### config.mk
export PLATFORM = sky130hd
export DESIGN_NAME = sd_dma_sink
export DESIGN_NICKNAME = d
export VERILOG_FILES = /design/src/rtl/sd_dma_sink.sv
export SDC_FILE = /design/constraint.sdc
export NUM_CORES = 1
export LEC_CHECK = 0
export BUFFER_PORTS_ARGS = -buffer_cell sky130_fd_sc_hd__buf_4
export CORE_ASPECT_RATIO = 0.5
export CORE_MARGIN = 3
export CORE_UTILIZATION = 40
export DETAILED_ROUTE_END_ITERATION = 6
export GPL_ROUTABILITY_DRIVEN = 0
export SLEW_MARGIN = 10
export SYNTH_ARGS = -nofsm -noshare
export SYNTH_HDL_FRONTEND = slang
export SYNTH_SLANG_ARGS = --single-unit
### constraint.sdc
create_clock -name clk -period 2.9 [get_ports clk]
set_input_delay 0.87 -clock clk [delete_from_list [all_inputs] [get_ports clk]]
set_output_delay 0.87 -clock clk [all_outputs]
set_load 0.05 [all_outputs]
### src/rtl/sd_dma_sink.sv
// sd_dma_sink: Wishbone classic slave that buffers SD DMA words and unpacks them
// into a byte stream, throttling the master via ack and flagging each completed block.
module sd_dma_sink #(
  parameter int FIFO_DEPTH_LOG2 = 4,
  parameter int BLOCK_BYTES_LOG2 = 9
) (
  input  logic                       clk,
  input  logic                       reset_n,
  input  logic                       clear,
  input  logic [31:0]                wb_adr_i,
  input  logic [31:0]                wb_dat_i,
  input  logic [3:0]                 wb_sel_i,
  input  logic                       wb_we_i,
  input  logic                       wb_cyc_i,
  input  logic                       wb_stb_i,
  input  logic [2:0]                 wb_cti_i,
  input  logic [1:0]                 wb_bte_i,
  output logic                       wb_ack_o,
  output logic [31:0]                wb_dat_o,
  output logic [7:0]                 byte_data,
  output logic                       byte_valid,
  input  logic                       byte_ready,
  output logic                       block_done,
  output logic [FIFO_DEPTH_LOG2:0]   fifo_level,
  output logic                       bus_err
);
  localparam int DEPTH = 1 << FIFO_DEPTH_LOG2;
  localparam int LW = FIFO_DEPTH_LOG2 + 1;
  logic [31:0] mem [DEPTH];
  logic [FIFO_DEPTH_LOG2-1:0] wr_ptr, rd_ptr;
  logic [LW-1:0] level;
  logic [31:0] hold;
  logic [1:0] idx;
  logic hold_valid;
  logic [BLOCK_BYTES_LOG2-1:0] cnt;
  logic req, sel_ok, full, empty, good, bad, pop, hs, last;
  logic unused;
  assign unused = ^{wb_adr_i, wb_cti_i, wb_bte_i};
  assign req = wb_cyc_i & wb_stb_i & ~wb_ack_o;
  assign sel_ok = wb_sel_i == 4'hF;
  assign full = level == LW'(DEPTH);
  assign empty = level == '0;
  assign good = req & wb_we_i & sel_ok & ~full;
  assign bad = req & (~wb_we_i | ~sel_ok);
  assign hs = hold_valid & byte_ready;
  assign last = hs & (idx == 2'd3);
  // Reload on the final byte's handshake so a non-empty FIFO streams without a bubble
  assign pop = (~hold_valid | last) & ~empty;
  assign wb_dat_o = '0;
  assign byte_valid = hold_valid;
  assign fifo_level = level;
  assign byte_data = idx == 2'd0 ? hold[31:24] : idx == 2'd1 ? hold[23:16] :
                     idx == 2'd2 ? hold[15:8] : hold[7:0];
  always_ff @(posedge clk)
    if (good & ~clear) mem[wr_ptr] <= wb_dat_i;
  always_ff @(posedge clk or negedge reset_n) begin
    if (!reset_n) begin
      wb_ack_o <= 1'b0;
      wr_ptr <= '0;
      rd_ptr <= '0;
      level <= '0;
      hold <= '0;
      idx <= '0;
      hold_valid <= 1'b0;
      cnt <= '0;
      block_done <= 1'b0;
      bus_err <= 1'b0;
    end else if (clear) begin
      wb_ack_o <= 1'b0;
      wr_ptr <= '0;
      rd_ptr <= '0;
      level <= '0;
      hold <= '0;
      idx <= '0;
      hold_valid <= 1'b0;
      cnt <= '0;
      block_done <= 1'b0;
      bus_err <= 1'b0;
    end else begin
      wb_ack_o <= good | bad;
      if (good) wr_ptr <= wr_ptr + 1'b1;
      if (pop) rd_ptr <= rd_ptr + 1'b1;
      level <= level + LW'(good) - LW'(pop);
      if (pop) begin
        hold <= mem[rd_ptr];
        idx <= '0;
        hold_valid <= 1'b1;
      end else if (hs) begin
        idx <= idx + 1'b1;
        if (last) hold_valid <= 1'b0;
      end
      if (hs) cnt <= cnt + 1'b1;
      block_done <= hs & (&cnt);
      if (bad) bus_err <= 1'b1;
    end
  end
endmodule

==> reports/qor.yml, run 1 <==
crit_slowest_cell: "dfrtp_1"
cp_common_cell: "buf_6"
pre_cts_ws_ns: -0.256
cts.clk_slew.worst_paths_ns: 0.06
yosysMostFrequentCell: "edfxtp_1"
ys_types: 43
synthTopCellsByArea: "edfxtp_1 (68%), dfrtp_1 (6.6%), mux4_2 (6.4%)"
crit_family: "buffers and inverters"
placed_area_sq_um: 24900
io_buffers: 59
dieArea_sq_um: 59800
chipHeight_um: 174
clkPwrFrac: 0.323
synth-compound-area-share: 0.0426
synth_flop_cell: "edfxtp_1"
syn_area_per_cell_sq_um: 18.8
synth_top_family_by_area: "multiplexers"
synth_largest_area_cell: "edfxtp_1"
cp_max_fo: 5
powerDensity_nw_per_um2: 765
cp.required_ns: 2.03
cts_made_buffers: 52
path_cells: "inv_2, ha_4, buf_12, buf_6, mux2i_4, nor2_2, a21oi_2, o21ai_2, buf_6"
grt_setup_unrepaired: "true"
routed_wl_mm: 53.6
p_int_uw: 15000
status: "finished with violations"
final.min_clock_period_ns: 3.08
tightest_slew_ns: 1.28
synthArstFlopShare: 0.105
antenna_found_initial: 0
clock-skew-final_ns: 0.0223
layout.nets: 1445
grt_max_degree: 72
final.setup.tns_ns: -1.23
initial_utilization: 0.407
ctsHoldBuffers: 0
cp-start-kind: "flop"
drt_iter0_drc: 1055
cts_tree: "yes"
drv_cap: 0
synth-adder-area-share: 0.00971
grt_pass1_vias: 11900
firstDrtPassIters: 7
design_area_sq_um: 26800
yosys-mux-area-fraction: 0.141
ys_top_cells_by_count: "edfxtp_1 (512), mux2i_1 (138), a22oi_1 (64), mux4_2 (64), dfrtp_1 (60)"
synth_xor_area_frac: 0.00541
final_max_slew_viol_count: 0
setup_viol: 8
critPathKind: "flop to primary output"
cts_max_path_buffers: 3
slowest_delay_ns: 0.40
rrSetupSlack_ns: 0.19
drt-vias-per-instance: 5.45
fin_crit_sh: 1.06
layout_setup_ws_ns: -0.182
violations: "setup timing"
ys_seq_area_frac: 0.744
fmax_mhz: 325
power_uw: 20500
synth_edf_count: 512
yosysTopAreaCellShare: 0.678
syn_inst: 1208
final_hold_viol_count: 0
drcViolationCount: 0
n_antenna_cell: 0
clock_sinks: 572
avgRoutedWirePerCell_um: 24.9
num_vias: 11700
track_usage: 0.179
yosys_warnings: 0
relSlewSlack: 0.142
fill_cells: 4566
die_w_um: 343
worstRegToRegCells: 13
ant_nets: 0
swShare: 0.272
num_io_pins: 129
syn_area_sq_um: 22700
clock-root-buffer: "clkbuf_16"
worstPathArrival_ns: 2.21
drive_gt1_frac: 0.273
dpl.hpwl_mm: 31.1
syn2layout_area_growth_pct: 18.3
p_comb_frac: 0.212
reg2reg_from: "fifo_level[2]$_DFF_PN0_"
synth-simple-area-share: 0.0309
power_frac_seq: 0.465
crit_buf_inv: 4
grt_pass1_wl_mm: 79.0
clkLatencyLatePin_ns: 0.58
worst-path-stages: 9
ys_ff_latch: 572
grt-ovfl-total: 0
row_count: 61
p_leak_uw: 0.00888
min_path_type: "primary input to async pin"
crit_path_start: "idx[0]$_DFFE_PN0P_"
coreArea_sq_um: 55800
htreeDepth: 2
vdd.ir_drop.worst_v: 0.000490
cp-end-kind: "primary output"
switchingPower_uw: 5580
what timing repair did:
item	CTS	global route
resized for setup	36	19
buffers inserted	5	8
pin swaps	7	7
endpoints found under the setup margin	8	9
placed cells by master, fill, tap and decap left out, types with 32 or more instances in the layout:
cell | Yosys | layout
edfxtp_1 | 512 | 512
mux2i_1 | 138 | 133
buf_4 | 32 | 107
mux4_2 | 64 | 64
a22oi_1 | 64 | 64
dfrtp_1 | 60 | 57
clkbuf_16 | 0 | 53
buf_12 | 0 | 35
mux2_2 | 34 | 34
and3_1 | 32 | 32
a221o_1 | 32 | 32
conb_1 | 1 | 32
cell type report:
class                           count  area, sq um  share of cell area
Clock inverter                     19          173             0.00643
Sequential cell                   572        16900               0.629
Clock buffer                       79         1470              0.0549
Tap cell                          756          946              0.0352
Inverter                           10         37.5             0.00140
Multi-Input combinational cell    559         5700               0.212
Timing Repair Buffer              153         1630              0.0607
worst reg2reg max path: stages (launching register included):
cell and delay, ns:
dfrtp_1 0.38, inv_1 0.07, ha_1 0.21, nor4bb_2 0.19
nor4bb_2 0.31, buf_4 0.16, xor2_1 0.15, ha_2 0.20
inv_1 0.07, fa_2 0.40, nor2b_4 0.14, o21bai_2 0.08
nand3_1 0.10, nor3b_2 0.17
path summary, 6_finish.rpt:
path,endpoint
setup reg to reg,fifo_level[4]$_DFF_PN0_
hold reg to reg,bus_err$_DFFE_PN0P_
min in group clk,bus_err$_DFFE_PN0P_
max in group asynchronous,rd_ptr[1]$_DFFE_PN0P_
setup / recovery,byte_data[6]
hold / removal,bus_err$_DFFE_PN0P_
power groups by stage:
stage | sequential, uW | combinational [uW] | clock (uW)
finish | 9540 | 4350 | 6640
CTS | 9530 | 4260 | 6790
global placement | 9670 | 4060 | 0
floorplan | 9580 | 2890 | 0
detailed placement | 9680 | 4130 | 0
global route | 9560 | 4660 | 7110
routing by layer:
metal / up-vias / global-route usage / part of all wire
li1: 5077 / - / -
met1: 6174 / 0.256 / 0.43
met2: 393 / 0.286 / 0.48
met3: 65 / 0.0344 / 0.072
met4: 0 / 0.0379 / 0.017
met5: - / 0 / 0
state kept, by name (all words and copies together), names as in the netlist:
signal / flops
block_done: 1
bus_err: 1
byte_valid: 1
cnt: 9
fifo_level: 5
hold: 32
idx: 2
mem: 512
rd_ptr: 4
wb_ack_o: 1
wr_ptr: 4
per-stage QoR:
stage,util,hold slack [ns],cells
3_3_place_gp,0.445,0.493,2039
6_report,0.481,0.281,2148
4_1_cts,0.479,0.283,2141
3_5_place_dp,0.445,0.504,2039
2_1_floorplan,-,0.478,1239
5_1_grt,0.481,0.296,2148
cells by family (layout without fill, tap and decap cells):
kind of cell / after synthesis / count (layout)
adders and majority gates: 17 / 17
xor gates and xnor gates: 14 / 14
DFF: 572 / 572
AOI/OAI and AO/OA: 126 / 126
other: 1 / 32
muxes: 236 / 236
and+or+nand+nor: 134 / 134
buffers and inverters: 108 / 261
No activity file was read; power rests on OpenSTA's default activity.
==> run 2: changes to the inputs <==
--- a/config.mk
+++ b/config.mk
@@ -6,11 +6,13 @@
 export NUM_CORES = 1
 export LEC_CHECK = 0
 export BUFFER_PORTS_ARGS = -buffer_cell sky130_fd_sc_hd__buf_4
+export CAP_MARGIN = 20
 export CORE_ASPECT_RATIO = 0.5
 export CORE_MARGIN = 3
-export CORE_UTILIZATION = 40
+export CORE_UTILIZATION = 55
 export DETAILED_ROUTE_END_ITERATION = 6
 export GPL_ROUTABILITY_DRIVEN = 0
+export PLACE_DENSITY = 0.79
 export SLEW_MARGIN = 10
 export SYNTH_ARGS = -nofsm -noshare
 export SYNTH_HDL_FRONTEND = slang
==> run 2 against run 1 <==
  * The run still ends with setup timing left
  * Power down 0.52%
  * Combinational power decreased by 1%
  * Critical endpoint is now byte_data[4]
  * Register-to-register slack worse by 0.02 ns
  * First-iteration DRC count rose by 57%
  * Sequential share of layout area is 1.3 points higher
  * Via count is 2.4% higher
  * Clock skew grew 0.0017 ns
==> reports/qor.yml, run 2 (synthesized netlist as in run 1, its figures left out) <==
drive_gt1_frac: 0.270
io_buffers: 59
row_count: 51
violations: "setup timing"
top_register: "mem"
relSlewSlack: 0.599
largest_reg_flops: 512
clock-root-buffer: "clkbuf_16"
worstPathArrival_ns: 2.19
avgRoutedWirePerCell_um: 27.5
routed_wl_mm: 52.4
clock_sinks: 572
grt_max_degree: 39
p_leak_uw: 0.00878
cts_max_path_buffers: 3
num_vias: 12000
num_io_pins: 129
rrSetupSlack_ns: 0.17
final_common_cell: "edfxtp_1"
power_frac_seq: 0.468
coreArea_sq_um: 39800
cts_tree: "yes"
cp.required_ns: 2.03
cp-end-kind: "primary output"
switchingPower_uw: 5570
pre_cts_ws_ns: -0.194
drcViolationCount: 0
fin_crit_sh: 1.06
p_comb_frac: 0.210
final_hold_viol_count: 0
drt-vias-per-instance: 6.31
drv_cap: 0
tightest_slew_ns: 0.601
grt_setup_unrepaired: "true"
grt_pass1_vias: 12300
firstDrtPassIters: 6
p_int_uw: 14900
htreeDepth: 2
reg2reg_from: "fifo_level[2]$_DFF_PN0_"
clkPwrFrac: 0.322
clkLatencyLatePin_ns: 0.58
grt-ovfl-total: 0
critPathKind: "flop to primary output"
setup_viol: 8
r2r_end: "fifo_level[4]$_DFF_PN0_"
drt_iter0_drc: 1658
largestRegisters: "mem: 512 flops, hold: 32 flops, cnt: 9 flops"
final_core_util: 0.662
path_cells: "inv_2, ha_4, buf_12, mux2i_4, nor2_2, a21oi_2, o21ai_2, buf_6"
grt_pass1_wl_mm: 77.9
final_cell_mix: "edfxtp_1 (512), mux2i_1 (135), buf_4 (103), mux4_2 (64), a22oi_1 (64)"
dpl.hpwl_mm: 30.2
final.min_clock_period_ns: 3.06
syn2layout_area_growth_pct: 16.0
min_path_type: "primary input to async pin"
cp-start-kind: "flop"
fmax_mhz: 326
crit_slowest_cell: "dfrtp_1"
layout_setup_ws_ns: -0.164
chipHeight_um: 150
dieArea_sq_um: 43900
initial_utilization: 0.571
clock-skew-final_ns: 0.0240
final_max_slew_viol_count: 0
swShare: 0.273
worstRegToRegCells: 13
ant_nets: 0
track_usage: 0.242
antenna_found_initial: 1
slowest_delay_ns: 0.39
layout.nets: 1430
vdd.ir_drop.worst_v: 0.000446
powerDensity_nw_per_um2: 776
cts.clk_slew.worst_paths_ns: 0.07
fill_cells: 2441
cts_made_buffers: 47
cp_max_fo: 7
die_w_um: 293
status: "finished with violations"
==> run 2: changes by cell type in the layout (fill, tap and decap cells not counted), moves of 4 or more <==
cell,change
clkbuf_1,-15
clkbuf_8,+5
clkinv_1,-4
clkbuf_16,-6
clkinvlp_4,+5
buf_4,-4
==> run 2: layout make-up <==
cell class,count,area [sq um],area share
diodes,1,2.50,0.0000951
clock inverters,24,284,0.0108
inverters,10,37.5,0.00143
multi-input cells,559,5600,0.213
clock buffers,63,1340,0.0508
flip-flops and latches,572,16900,0.642
repair buffers,143,1500,0.0571
well taps,530,663,0.0252
==> run 2: what timing repair did <==
action,CTS,global route
endpoints found under the setup margin,8,9
hold buffers,0,0
cloned,0,0
buffers inserted,3,3
gates resized for setup,25,11
pin swaps,0,4
==> run 2: worst max-delay path by stage <==
stage,startpoint,end,slack [ns],cells after the start
after floorplan,fifo_level[2]$_DFF_PN0_,fifo_level[4]$_DFF_PN0_,0.03,13
after global placement,wb_sel_i[2],fifo_level[4]$_DFF_PN0_,-0.15,12
after detailed placement,wb_sel_i[2],fifo_level[4]$_DFF_PN0_,-0.19,12
after CTS,idx[0]$_DFFE_PN0P_,byte_data[4],-0.16,8
after global routing,idx[0]$_DFFE_PN0P_,byte_data[7],-0.21,8
final,idx[0]$_DFFE_PN0P_,byte_data[4],-0.16,8
==> run 2: critical path, delay by kind of cell (launching register included) <==
kind	cells	cell delay [ns]
flip-flops	1	0.39
AO/OA/AOI/OAI	2	0.35
AND/OR/NAND/NOR	1	0.05
multiplexers	1	0.29
adder cells (fa/ha/maj)	1	0.14
buffers and inverters	3	0.40
==> run 2: stage by stage <==
stage / instance area, sq um / TNS [ns] / std cells / hold WS (ns) / power (uW)
2_1_floorplan: 22900 / 0 / 1239 / 0.478 / 12500
3_3_place_gp: 24500 / -0.150 / 1808 / 0.491 / 13600
3_5_place_dp: 24500 / -0.194 / 1808 / 0.496 / 13800
4_1_cts: 26200 / -0.986 / 1898 / 0.294 / 20400
5_1_grt: 26300 / -1.45 / 1902 / 0.310 / 21100
6_report: 26300 / -0.889 / 1902 / 0.292 / 20400
==> run 2: layer usage <==
layer	vias up	part of all wire	global-route usage
li1	5046	-	-
met1	6179	0.40	0.349
met2	671	0.47	0.382
met3	99	0.10	0.0457
met4	0	0.025	0.0767
met5	-	0	0
==> run 2: power by group through the flow <==
stage                     Combinational, uW  Sequential [uW]  Clock (uW)
final                                  4290             9570        6580
after global routing                   4520             9590        6970
after CTS                              4190             9550        6620
after detailed placement               4060             9710           0
after global placement                 3940             9700           0
after floorplan                        2890             9580           0
